**config.mk**
```make
export PLATFORM = sky130hd
export DESIGN_NAME = risc5_int_unit
export DESIGN_NICKNAME = d
export VERILOG_FILES = /design/src/rtl/risc5_int_pkg.sv /design/src/rtl/risc5_int_prio.sv /design/src/rtl/risc5_int_unit.sv
export SDC_FILE = /design/constraint.sdc
export NUM_CORES = 1
export LEC_CHECK = 0
export CORE_ASPECT_RATIO = 1.2
export CORE_MARGIN = 2
export CORE_UTILIZATION = 25
export DETAILED_ROUTE_END_ITERATION = 12
export PLACE_DENSITY_LB_ADDON = 0.1
export RECOVER_POWER = 100
export SYNTH_ARGS = -nofsm -noshare
export SYNTH_HDL_FRONTEND = slang
export SYNTH_SLANG_ARGS = --single-unit
```
**constraint.sdc**
```tcl
create_clock -name clk -period 8.8 [get_ports clk]
set_clock_uncertainty 0.1 [all_clocks]
set_input_delay 2.64 -clock clk [delete_from_list [all_inputs] [get_ports clk]]
set_output_delay 2.64 -clock clk [all_outputs]
set_load 0.005 [all_outputs]
```
**src/rtl/risc5_int_pkg.sv**
```systemverilog
// Shared widths for the RISC5 interrupt unit and its priority encoder.
package risc5_int_pkg;
   localparam int LEVEL_W = 6;
   localparam int DEPTH_W = 5;
   localparam int FLAGS_W = 4;
endpackage

```
**src/rtl/risc5_int_prio.sv**
```systemverilog
// Lowest-index-wins priority encoder over the enabled pending requests.
// Purely combinational, zero latency; no flow control.
module risc5_int_prio
   import risc5_int_pkg::*;
#(
   parameter int NUM_IRQ = 8
) (
   input  logic [NUM_IRQ-1:0] req,
   output logic               valid,
   output logic [LEVEL_W-1:0] idx
);

   // Scanning downwards lets the lowest set index overwrite the others.
   always_comb begin
      valid = 1'b0;
      idx   = '0;
      for (int i = NUM_IRQ - 1; i >= 0; i--) begin
         if (req[i]) begin
            valid = 1'b1;
            idx   = LEVEL_W'(i);
         end
      end
   end

endmodule

```
**src/rtl/risc5_int_unit.sv**
```systemverilog
// Prioritised, nesting interrupt unit for the RISC5 core with a {flags, PC, level} save stack.
// int_ack is combinational in the cycle a candidate wins; stall, rti or a full stack hold it off.
module risc5_int_unit
   import risc5_int_pkg::*;
#(
   parameter int NUM_IRQ     = 8,
   parameter int STACK_DEPTH = 4,
   parameter int PC_W        = 22,
   parameter int ISR_BASE    = 1,
   parameter int VEC_STRIDE  = 2
) (
   input  logic               clk,
   input  logic               rst,
   input  logic [NUM_IRQ-1:0] irq,
   input  logic               mask_wr,
   input  logic [NUM_IRQ-1:0] mask_din,
   input  logic               ien_wr,
   input  logic               ien_val,
   input  logic               stall,
   input  logic               rti,
   input  logic [PC_W-1:0]    pc_next,
   input  logic [FLAGS_W-1:0] flags_next,
   input  logic               intabort,
   output logic               int_ack,
   output logic [PC_W-1:0]    isr_adr,
   output logic [PC_W-1:0]    ret_pc,
   output logic [FLAGS_W-1:0] ret_flags,
   output logic [NUM_IRQ-1:0] pending,
   output logic [LEVEL_W-1:0] cur_level,
   output logic [DEPTH_W-1:0] depth,
   output logic               rti_err
);

   localparam int IDX_W = (STACK_DEPTH > 1) ? $clog2(STACK_DEPTH) : 1;
   localparam int SLOTS = 1 << IDX_W;

   typedef struct packed {
      logic [FLAGS_W-1:0] flags;
      logic [PC_W-1:0]    pc;
      logic [LEVEL_W-1:0] level;
   } ctx_t;

   logic [NUM_IRQ-1:0] irq_q;
   logic [NUM_IRQ-1:0] mask;
   logic [NUM_IRQ-1:0] pend_nxt;
   logic               ien;
   ctx_t               stack [SLOTS];
   ctx_t               top_ctx;
   logic               cand_valid;
   logic [LEVEL_W-1:0] cand;
   logic [IDX_W-1:0]   top_idx;
   logic [IDX_W-1:0]   push_idx;
   logic               stack_nonempty;

   risc5_int_prio #(.NUM_IRQ(NUM_IRQ)) u_prio (
      .req   (pending & mask),
      .valid (cand_valid),
      .idx   (cand)
   );

   assign stack_nonempty = (depth != '0);
   assign top_idx        = IDX_W'(depth - DEPTH_W'(1));
   assign push_idx       = IDX_W'(depth);
   assign top_ctx        = stack[top_idx];

   assign int_ack = ien & ~stall & ~rti & cand_valid & (cand < cur_level)
                  & (depth < DEPTH_W'(STACK_DEPTH));
   assign isr_adr   = PC_W'(ISR_BASE) + PC_W'(cand) * PC_W'(VEC_STRIDE);
   assign ret_pc    = stack_nonempty ? top_ctx.pc    : '0;
   assign ret_flags = stack_nonempty ? top_ctx.flags : '0;

   // A fresh edge on the channel being acked must survive the clear.
   always_comb begin
      pend_nxt = pending;
      for (int i = 0; i < NUM_IRQ; i++) begin
         if (int_ack && cand == LEVEL_W'(i)) pend_nxt[i] = 1'b0;
      end
      pend_nxt = pend_nxt | (irq & ~irq_q);
   end

   always_ff @(posedge clk or posedge rst) begin
      if (rst) begin
         irq_q     <= '0;
         pending   <= '0;
         mask      <= '1;
         ien       <= 1'b0;
         depth     <= '0;
         cur_level <= LEVEL_W'(NUM_IRQ);
         rti_err   <= 1'b0;
         for (int i = 0; i < SLOTS; i++) stack[i] <= '0;
      end else begin
         irq_q   <= irq;
         pending <= pend_nxt;
         if (mask_wr) mask <= mask_din;
         if (ien_wr)  ien  <= ien_val;

         if (int_ack) begin
            stack[push_idx] <= '{flags: flags_next, pc: pc_next, level: cur_level};
            cur_level       <= cand;
            depth           <= depth + DEPTH_W'(1);
         end else if (rti) begin
            if (stack_nonempty) begin
               cur_level <= top_ctx.level;
               depth     <= depth - DEPTH_W'(1);
            end else begin
               rti_err <= 1'b1;
            end
         end else if (intabort && stack_nonempty) begin
            stack[top_idx].pc    <= '0;
            stack[top_idx].flags <= '0;
         end
      end
   end

endmodule

```
# Yosys cells after proc, flatten, opt, wreduce, memory -nomap -nowiden
# Cells that the tools add are included.
# word_totals
ff_bits,165
in_bits,50
out_inout_bits,69
# op_classes
add_sub_neg,3
n_lt_le_gt_ge,6
n_eq_ne,8
mux,47
bitwise,15
n_reduce_logical,19
# op_table
op,n
$bwmux W128,3
$mux W128,3
$demux W32 S2,3
$mux W32,4
$bmux W32 S2,1
$mux W28,1
$eq A6 B3 Y1 const B,4
$mux W3,8
$mux W22,1
$mux W6,3
$and A8 B8 Y8,2
$mux W1,16
$mux W5,3
$eq A6 B2 Y1 const B,2
$logic_and A1 B1 Y1,11
$add A1 B7 Y8 const A,1
$not A8 Y8,1
$or A8 B8 Y8,1
$eq A6 B1 Y1 const B,1
$ge A3 B3 Y1 const B,2
$logic_not A6 Y1,1
$lt A3 B1 Y1 const B,2
$lt A6 B6 Y1,1
$not A2 Y3,2
other kinds (11),21

# Longest topological paths before layout
# Gate-level depths: netlist of the first run.
# depth
word_depth,15
ltp_mapped,13

# Modules after synthesis
# A second synthesis of the first run with hierarchy kept.
# hier_totals
cells_unflattened,768
area_unflattened_um2,8388.0
# modules_own_cells
module,instances,cells_per_inst,area_each_um2,seq_area_each_um2
risc5_int_unit,1,751,8281.7,4140.2
risc5_int_prio,1,17,106.4,0.0

# Worst setup path before layout of the first run
# Ideal clock, no wire load.
# synth_timing
path_type,input port to output port
from,input stall
to,output int_ack
arrival_time_ns,3.731
required_time_ns,6.060
path_slack_ns,2.329
stages,6
n_path_buf,1
cell_sequence,nand2b_1 -> a2111oi_4 -> nand2_2 -> a21o_1 -> buf_6 -> inv_2
# synth_between
elab_chain_cells,6
# synth_rtl
item,line_no,source
from (decl),risc5_int_unit.sv:19,"input logic stall,"
$not A1 Y1,risc5_int_unit.sv:66,assign int_ack = ien & ~stall & ~rti & cand_valid & (cand < cur_level)
$and A1 B1 Y1 (4 in a row),risc5_int_unit.sv:66,
$and A1 B1 Y1,risc5_int_unit.sv:67,& (depth < DEPTH_W'(STACK_DEPTH));
to (decl),risc5_int_unit.sv:24,"output logic int_ack,"
# No other way between the ends.

# Final worst setup path of the first run
# layout_timing
from,input rti
to,output int_ack
# layout_between
elab_chain_cells,5
# layout_rtl
item,line_no,source
from (decl),risc5_int_unit.sv:20,"input logic rti,"
$not A1 Y1,risc5_int_unit.sv:66,
$and A1 B1 Y1 (3 in a row),risc5_int_unit.sv:66,
$and A1 B1 Y1,risc5_int_unit.sv:67,
# No other way between the ends.

==> results of run 1 <==
[routing by layer]
| metal | vias to the layer above | routed length, microns | global-route usage [%] |
|---|---|---|---|
| met1 | 2704 | 9547 | 18.24 |
| met4 | 2 | 163 | 3.638 |
| met3 | 13 | 1490 | 4.354 |
| met5 | - | 13 | 0 |
| met2 | 151 | 11150 | 24.11 |
| li1 | 2292 | - | - |
[logic make-up (layout without fill, tap and decap cells)]
group,Yosys count,after routing,synth area share [%]
AOI/OAI and AO/OA,154,154,16.37
xor gates and xnor gates,4,4,0.4607
adders and majority gates,8,8,1.316
buffers and inverters,76,158,5.527
DFF,165,165,54.43
muxes,65,65,14.36
other,2,19,0.09874
and+or+nand+nor,119,119,7.436
[where the power goes]
| part | leakage [nW] | total (mW) | switching [mW] | internal, mW |
|---|---|---|---|---|
| registers | 2.19 | 0.854 | 0.0411 | 0.813 |
| logic | 1.69 | 0.548 | 0.314 | 0.234 |
| clock network | 0.285 | 0.761 | 0.322 | 0.438 |
[worst max-delay path, cell delays in order]
cell           delay, ns
dlygate4sd3_1       0.64
a2111oi_4           0.36
nand2_1             0.25
a21o_1              0.43
inv_1               0.30
dlygate4sd3_1       0.64
[final cells by class]
class	count	area, sq um
repair buffers	108	1030
clock inverters	12	142.6
multi-input cells	369	3122
inverters	19	72.57
fillers	3029	20340
well taps	390	488.0
flip-flops and latches	165	4141
clock buffers	19	452.9
[registers in the layout, indices dropped and copies added (netlist names)]
signal and count:
depth 5, mask 8, irq_q 8, cur_level 6, pending 8, ien 1, rti_err 1, stack 128
[cell usage in the layout, fill, tap and decap left out, types with 3 or more instances in the layout]
master	instances
nor3_1	3
clkinvlp_4	3
conb_1	19
mux4_2	32
mux2_1	6
a21oi_1	4
a22oi_1	4
ha_1	7
dfstp_2	8
a221o_1	3
nor2b_1	27
clkbuf_1	7
inv_6	5
nor2_1	5
nand2_1	68
nand3_1	6
clkbuf_16	17
a22o_1	81
o31ai_1	8
clkdlybuf4s50_1	40
mux2_2	27
dlygate4sd3_1	59
o21ai_0	38
dfrtp_1	155
inv_1	18
[through the flow]
stage | power [mW] | worst slack, ns | hold slack [ns] | instance area [sq um]
final | 2.162 | 0.7827 | 0.3182 | 9449
after global placement | 1.439 | 1.004 | 0.3067 | 8909
after CTS | 2.222 | 0.9646 | 0.3232 | 9504
after global routing | 2.288 | 0.5162 | 0.3473 | 9449
after floorplan | 1.224 | 1.613 | 0.2996 | 7670
after detailed placement | 1.443 | 0.9766 | 0.3132 | 8909
[how the worst max path moves through the flow]
stage / from / to / slack (ns) / cells after the start
2_1_floorplan: rst / cur_level[0]$_DFFE_PP0P_ / 1.61 / 1
6_report: rti / int_ack / 0.78 / 6
3_3_place_gp: stall / int_ack / 1.00 / 7
4_1_cts: stall / int_ack / 0.96 / 7
5_1_grt: rst / stack[26]$_DFFE_PP0P_ / 0.52 / 3
3_5_place_dp: stall / int_ack / 0.98 / 7
==> metrics.cfg, run 1 <==
[outcome]
status = complete, but fails checks
violations = max-capacitance violations, max-slew violations

[synthesis]
yosys.area.top_type = dfrtp_1
synth_edf_count = 0
synth_cells = 593
yosys_register_bits = 165
postSynthAreaPerCell_sq_um = 12.83
synthFlopType = dfrtp_1
syn_area_sq_mm = 0.007606
yosysSeqAreaShare_pct = 54.43
yosys-top-cells-count = dfrtp_1 (156), a22o_1 (81), nand2_1 (68), o21ai_0 (35), mux4_2 (32)
yosysMostFrequentCell = dfrtp_1
synthTopCellsByArea = dfrtp_1 (51%), mux4_2 (9.5%), a22o_1 (9.3%)
netlist.area_leader.share_pct = 51.32
ys_types = 47
async_flop_share_pct = 100.0
yosys_warnings = 0

[worst_setup_path]
critPathLaunchType = input port
cp_data_required_time_ns = 6.06
r2r_cells = 7
worstReg2RegEnd = stack[90]$_DFFE_PP0P_
timing.rr.start = depth[0]$_DFFE_PP0P_
crit_fanout = 15
cp.arrival_ns = 5.28
reg2reg_slack_ns = 1.82
path_class = input port to output pin
end_kind = output pin

[floorplan]
core_sq_mm = 0.02978
die_y_microns = 195.1
die_area_sq_mm = 0.03184
floorplan.initialDensity_pct = 25.54
dieWidth_microns = 163.2
num_rows = 69
io_pins = 119

[pwr]
p_leak_nw = 4.168
ir_worst_vdd_v = 0.0001410
power.density_mw_per_mm2 = 228.8

[clock_tree]
cts_hold_buf = 0
cts.sinks = 165
clkTransAtPathRegs_ns = 0.06
cts_buffers = 17
cts_resized = 0
clkLatencyLatePin_ns = 0.42
cts_buffer_depth = 2
htreeDepth = 4
cts_setup_buffers = 0
cts_tree = done
cts_root_buffer = clkbuf_16

[finish]
syn_to_final_growth_pct = 24.23
stdcell_count = 1082
antenna_cells = 0
drive_above_1_share_pct = 17.05
final_util_pct = 31.72
finalNetCount = 738

[sta]
rsz0062_at_grt = no
hold_viol_final = 0
period_minus_slack_ns = 8.017
fin_crit_sh_pct = 91.11
slew_headroom_pct = -207.4
worst_pin_slew_ns = 4.586
setup_viol = 0
clock.fmax_mhz = 124.7
fin_setup_tns_ns = 0
slew_violations = 448

[drt]
drc_errors = 0
drt_pass1_iterations = 4
final_antenna_net_count = 0
drt_iter0_drc = 254
avgViaCountPerCell = 4.771
vias = 5162
drt_wl_total_microns = 22360
wl_per_cell_microns = 20.67

[placement]
numPlacedInstances = 1051
place.gp.congestion = 0.7404
dp_hpwl_microns = 13260
io_buffers = 99

[worst_hold_path]
hp-start = irq_q[5]$_DFF_PP0_
hp-class = register to register
holdPathStages = 1
worstHoldEndpoint = pending[5]$_DFF_PP0_

[job]
drv_cap = 10

[grt]
grt_max_degree = 101
grt_pass1_vias = 5656
grt_pass1_wl_microns = 34660
overflow = 0
antenna_found_initial = 1
grtUsageTotal_pct = 14.46

Power figures use the tool's default switching activity.
==> run 2, diff against run 1 <==
- CORE_UTILIZATION: 25 -> 54
==> run 2 against run 1 <==
Net effect: first-iteration DRC count rose by 72%; design area decreased by 3.9%; sequential share of layout area up 1.8 points; sequential cell count is the same; global-route usage rose by 11 points; non-clock buffer count unchanged; critical path depth stayed put; worst setup slack better by 0.15 ns; the flow still finishes with violations (max-capacitance violations, max-slew violations); wire length shrank 19%.
==> metrics.cfg, run 2 (same netlist as run 1, synthesis figures left out) <==
[sta]
fin_crit_sh_pct = 89.45  ; -1.7 points
slew_violations = 442  ; -1.3%
setup_viol = 0  ; unchanged
worst_pin_slew_ns = 4.393  ; -0.1931 ns
fin_setup_tns_ns = 0  ; unchanged
whs_ns = 0.3168  ; -0.001384 ns
clock.fmax_mhz = 127.0  ; +1.9%
slew_headroom_pct = -194.5  ; +13 points
hold_viol_final = 0  ; unchanged
period_minus_slack_ns = 7.872  ; -0.1458 ns
rsz0062_at_grt = no

[finish]
final_common_cell = dfrtp_1
drive_above_1_share_pct = 16.16  ; -0.89 points
fill_cells = 1096  ; -64%
syn_to_final_growth_pct = 19.33
layout_common_cells = dfrtp_1 (155), a22o_1 (81), nand2_1 (69)
multi_input_area_sq_mm = 0.003074  ; -1.5%
antenna_cells = 0  ; unchanged
regMostFlops = stack
register_area_sq_mm = 0.004141  ; unchanged
largest_reg_flops = 128  ; unchanged
final_util_pct = 65.96  ; +34 points
finalNetCount = 738  ; unchanged

[grt]
grt_max_degree = 104  ; +3.0%
grt_pass1_vias = 5640  ; -0.28%
antenna_found_initial = 0  ; -1
grtUsageTotal_pct = 25.65  ; +11 points
overflow = 0  ; unchanged
grt_pass1_wl_microns = 29960  ; -14%

[floorplan]
num_rows = 47  ; -32%
dieWidth_microns = 112.3  ; -31%
die_area_sq_mm = 0.01505  ; -53%
io_pins = 119  ; unchanged
die_y_microns = 134.0  ; -31%
core_sq_mm = 0.01376  ; -54%
floorplan.initialDensity_pct = 55.27  ; +30 points

[clock_tree]
cts.sinks = 165  ; unchanged
cts_buffer_depth = 2  ; unchanged
cts_hold_buf = 0  ; unchanged
cts_tree = done
htreeDepth = 4  ; unchanged
clkTransAtPathRegs_ns = 0.06  ; about the same
clkLatencyLatePin_ns = 0.43  ; about the same
cts_root_buffer = clkbuf_16
cts_resized = 0  ; unchanged
cts_setup_buffers = 0  ; unchanged
cts_buffers = 17  ; unchanged

[drt]
wl_per_cell_microns = 20.93  ; +1.3%
avgViaCountPerCell = 6.014  ; +26%
drt_pass1_iterations = 5  ; +1
drt_wl_total_microns = 18080  ; -19%
drt_iter0_drc = 438  ; +72%
final_antenna_net_count = 0  ; unchanged
drc_errors = 0  ; unchanged
vias = 5196  ; +0.66%

[worst_setup_path]
cp.arrival_ns = 5.13  ; -0.15 ns
path_class = input port to output pin
end_kind = output pin
crit_fanout = 15  ; unchanged
cp_data_required_time_ns = 6.06  ; about the same
critPathLaunchType = input port

[placement]
place.gp.congestion = 0.7860  ; +6.2%
dp_hpwl_microns = 10880  ; -18%
io_buffers = 99  ; unchanged

[outcome]
status = complete, but fails checks
violations = max-capacitance violations, max-slew violations

[pwr]
p_leak_nw = 4.144  ; -0.56%
power.density_mw_per_mm2 = 226.0  ; -1.2%
ir_worst_vdd_v = 0.0001788  ; +27%

[worst_hold_path]
hp-class = register to register

[job]
drv_cap = 10  ; unchanged

-- run 2: routing by layer --
metal / global-route usage (%) / wire length [microns]
met5: 0 / 0
met4: 7.995 / 290
met3: 5.965 / 972
met2: 42.03 / 9082
met1: 34.45 / 7738
-- run 2: cell type report --
class / count / share of cell area [%]
clock buffers: 22 / 5.004
clock inverters: 10 / 0.9098
inverters: 19 / 0.7996
multi-input cells: 369 / 33.87
flip-flops and latches: 165 / 45.63
well taps: 171 / 2.357
repair buffers: 108 / 11.43
-- run 2: worst paths after layout --
path | to | cells after the start | startpoint | slack [ns]
setup / recovery | int_ack | 6 | rti | 0.93
hold / removal | pending[5]$_DFF_PP0_ | 1 | irq_q[5]$_DFF_PP0_ | 0.32
setup reg to reg | stack[72]$_DFFE_PP0P_ | 7 | depth[0]$_DFFE_PP0P_ | 2.05
hold reg to reg | pending[5]$_DFF_PP0_ | 1 | irq_q[5]$_DFF_PP0_ | 0.32
max in group asynchronous | stack[16]$_DFFE_PP0P_ | 3 | rst | 1.78
min in group asynchronous | irq_q[3]$_DFF_PP0_ | 2 | rst | 3.92
-- run 2: report_power, final --
part	internal, mW	switching, mW
Sequential	0.813	0.0394
Combinational	0.230	0.281
Clock	0.393	0.294
-- run 2: critical path, stage by stage --
cell	delay [ns]
dlygate4sd3_1	0.62
a2111oi_4	0.35
nand2_1	0.21
a21o_1	0.38
inv_1	0.30
dlygate4sd3_1	0.62
-- run 2: per-stage QoR --
| step | worst slack (ns) | total power [mW] | instances | instance area, sq um |
|---|---|---|---|---|
| floorplan | 1.613 | 1.224 | 610 | 7670 |
| global placement | 1.102 | 1.393 | 832 | 8627 |
| detailed placement | 1.069 | 1.401 | 832 | 8627 |
| CTS | 1.048 | 2.091 | 864 | 9164 |
| global route | 0.7743 | 2.154 | 864 | 9076 |
| finish | 0.9285 | 2.051 | 864 | 9076 |
==> run 3, diff against run 2 <==
- CORE_UTILIZATION: 54 -> 30
- PLACE_DENSITY_LB_ADDON: 0.1 -> default
- RECOVER_POWER: 100 -> default
==> run 3 against run 2 <==
Net effect: the flow now finishes without violations; utilization decreased by 28 points; sequential share of layout area decreased by 1.6 points; die area is 77% higher; wire length grew 4.9%.
==> metrics.cfg, run 3 (same netlist as run 1, synthesis figures left out) <==
[grt]
grt_max_degree = 77  ; -26%
grt_pass1_vias = 5230  ; -7.3%
grtUsageTotal_pct = 14.72  ; -11 points
overflow = 0  ; unchanged
grt_pass1_wl_microns = 29880  ; -0.27%
antenna_found_initial = 0  ; unchanged

[floorplan]
core_sq_mm = 0.02483  ; +80%
io_pins = 119  ; unchanged
die_area_sq_mm = 0.02665  ; +77%
die_y_microns = 178.4  ; +33%
dieWidth_microns = 149.4  ; +33%
floorplan.initialDensity_pct = 30.63  ; -25 points
num_rows = 63  ; +34%

[pwr]
finalPower_mw = 2.125  ; +3.6%
p_leak_nw = 4.107  ; -0.90%
ir_worst_vdd_v = 0.0001414  ; -21%
power.density_mw_per_mm2 = 225.9  ; about the same

[clock_tree]
htreeDepth = 4  ; unchanged
clkLatencyLatePin_ns = 0.42  ; about the same
cts.sinks = 165  ; unchanged
cts_buffer_depth = 2  ; unchanged
clkTransAtPathRegs_ns = 0.06  ; about the same
cts_hold_buf = 0  ; unchanged
cts_root_buffer = clkbuf_16
cts_tree = done
cts_resized = 0  ; unchanged
cts_buffers = 17  ; unchanged
cts_setup_buffers = 0  ; unchanged

[worst_setup_path]
crit_slowest_cell = clkdlybuf4s50_1
cp.arrival_ns = 5.10  ; -0.03 ns
end_kind = output pin
crit_chain = clkdlybuf4s50_1, nand2b_1, a2111oi_4, nand2_2, a21o_1, inv_2, clkdlybuf4s50_1
crit_top_cell = clkdlybuf4s50_1
critPathLaunchType = input port
cp_data_required_time_ns = 6.06  ; about the same
crit_family = buffers and inverters
slowest_delay_ns = 0.56  ; -0.06 ns
crit_fanout = 15  ; unchanged
path_class = input port to output pin
critPathBufInv = 3  ; unchanged

[sta]
worst_pin_slew_ns = 1.037  ; -3.356 ns
rsz0062_at_grt = no
fin_setup_tns_ns = 0  ; unchanged
hold_viol_final = 0  ; unchanged
fin_crit_sh_pct = 89.13  ; -0.32 points
slew_violations = 0  ; -100%
setup_viol = 0  ; unchanged
clock.fmax_mhz = 127.5  ; +0.36%
slew_headroom_pct = 30.89  ; +230 points
period_minus_slack_ns = 7.844  ; -0.02801 ns

[worst_hold_path]
hp-class = register to register

[finish]
regMostFlops = stack
largest_reg_flops = 128  ; unchanged
antenna_cells = 0  ; unchanged
layout_common_cells = dfrtp_1 (155), clkdlybuf4s50_1 (99), a22o_1 (81)
finalNetCount = 739  ; +0.14%
syn_to_final_growth_pct = 23.67
drive_above_1_share_pct = 18.59  ; +2.4 points
final_common_cell = dfrtp_1

[drt]
drt_iter0_drc = 322  ; -26%
drt_pass1_iterations = 5  ; unchanged
drt_wl_total_microns = 18970  ; +4.9%
final_antenna_net_count = 0  ; unchanged
vias = 5121  ; -1.4%
drc_errors = 0  ; unchanged
avgViaCountPerCell = 5.026  ; -16%
wl_per_cell_microns = 18.62  ; -11%

[placement]
dp_hpwl_microns = 11550  ; +6.2%
place.gp.congestion = 0.7888  ; +0.36%
io_buffers = 99  ; unchanged

[outcome]
status = finished, final reports clean

[job]
drv_cap = 0  ; -10

-- run 3: cell types whose count changed in the layout (fill, tap and decap cells not counted), sizes merged --
cell / delta
clkdlybuf4s50: +59
dlygate4sd3: -59
clkbuf: -10
buf: +7
inv: +4
clkinvlp: -2
bufinv: +1
clkinv: +1
-- run 3: worst register-to-register path: cells and delay by family, from the launching register on --
kind,cells,cell delay [ns]
compound gates,6,2.06
flops,1,0.42
simple gates,2,0.89
fa+ha+maj,1,0.29
-- run 3: worst paths after layout --
path | endpoint | slack [ns] | from | cells after the start
hold / removal | pending[0]$_DFF_PP0_ | 0.32 | irq_q[0]$_DFF_PP0_ | 1
setup / recovery | int_ack | 0.96 | stall | 7
setup reg to reg | stack[56]$_DFFE_PP0P_ | 4.90 | pending[3]$_DFF_PP0_ | 9
max in group asynchronous | depth[0]$_DFFE_PP0P_ | 4.81 | rst | 3
hold reg to reg | pending[0]$_DFF_PP0_ | 0.32 | irq_q[0]$_DFF_PP0_ | 1
min in group asynchronous | irq_q[3]$_DFF_PP0_ | 2.47 | rst | 2
-- run 3: cell type report --
| cell class | count | area [sq um] |
|---|---|---|
| fillers | 2391 | 15420 |
| flip-flops and latches | 165 | 4141 |
| multi-input cells | 369 | 3137 |
| repair buffers | 109 | 1066 |
| clock buffers | 18 | 429.2 |
| well taps | 325 | 406.6 |
| clock inverters | 14 | 150.1 |
| inverters | 19 | 76.32 |
-- run 3: per-layer routing --
metal  global-route usage [%]  share of wire (%)  vias to the layer above
li1                         -                  -                     2309
met3                    4.271                7.5                       11
met1                    19.65                 45                     2620
met4                    3.889               0.85                        0
met5                        0                  0                        -
met2                    23.49                 47                      181
-- run 3: where the power goes --
group	internal [mW]	total, mW	switching [mW]
Clock	0.420	0.732	0.311
Combinational	0.242	0.543	0.301
Sequential	0.812	0.851	0.0381
-- run 3: stage by stage --
stage               util [%]  cells  hold WS [ns]  area (sq um)  worst slack (ns)
floorplan                  -    610        0.2996          7670             1.613
global placement       35.55    987        0.3055          8827            0.9917
detailed placement     35.55    987        0.3082          8827            0.9636
CTS                    37.88   1019        0.3164          9407            0.9504
global route           37.88   1019        0.3420          9407            0.8893
finish                 37.88   1019        0.3158          9407            0.9565
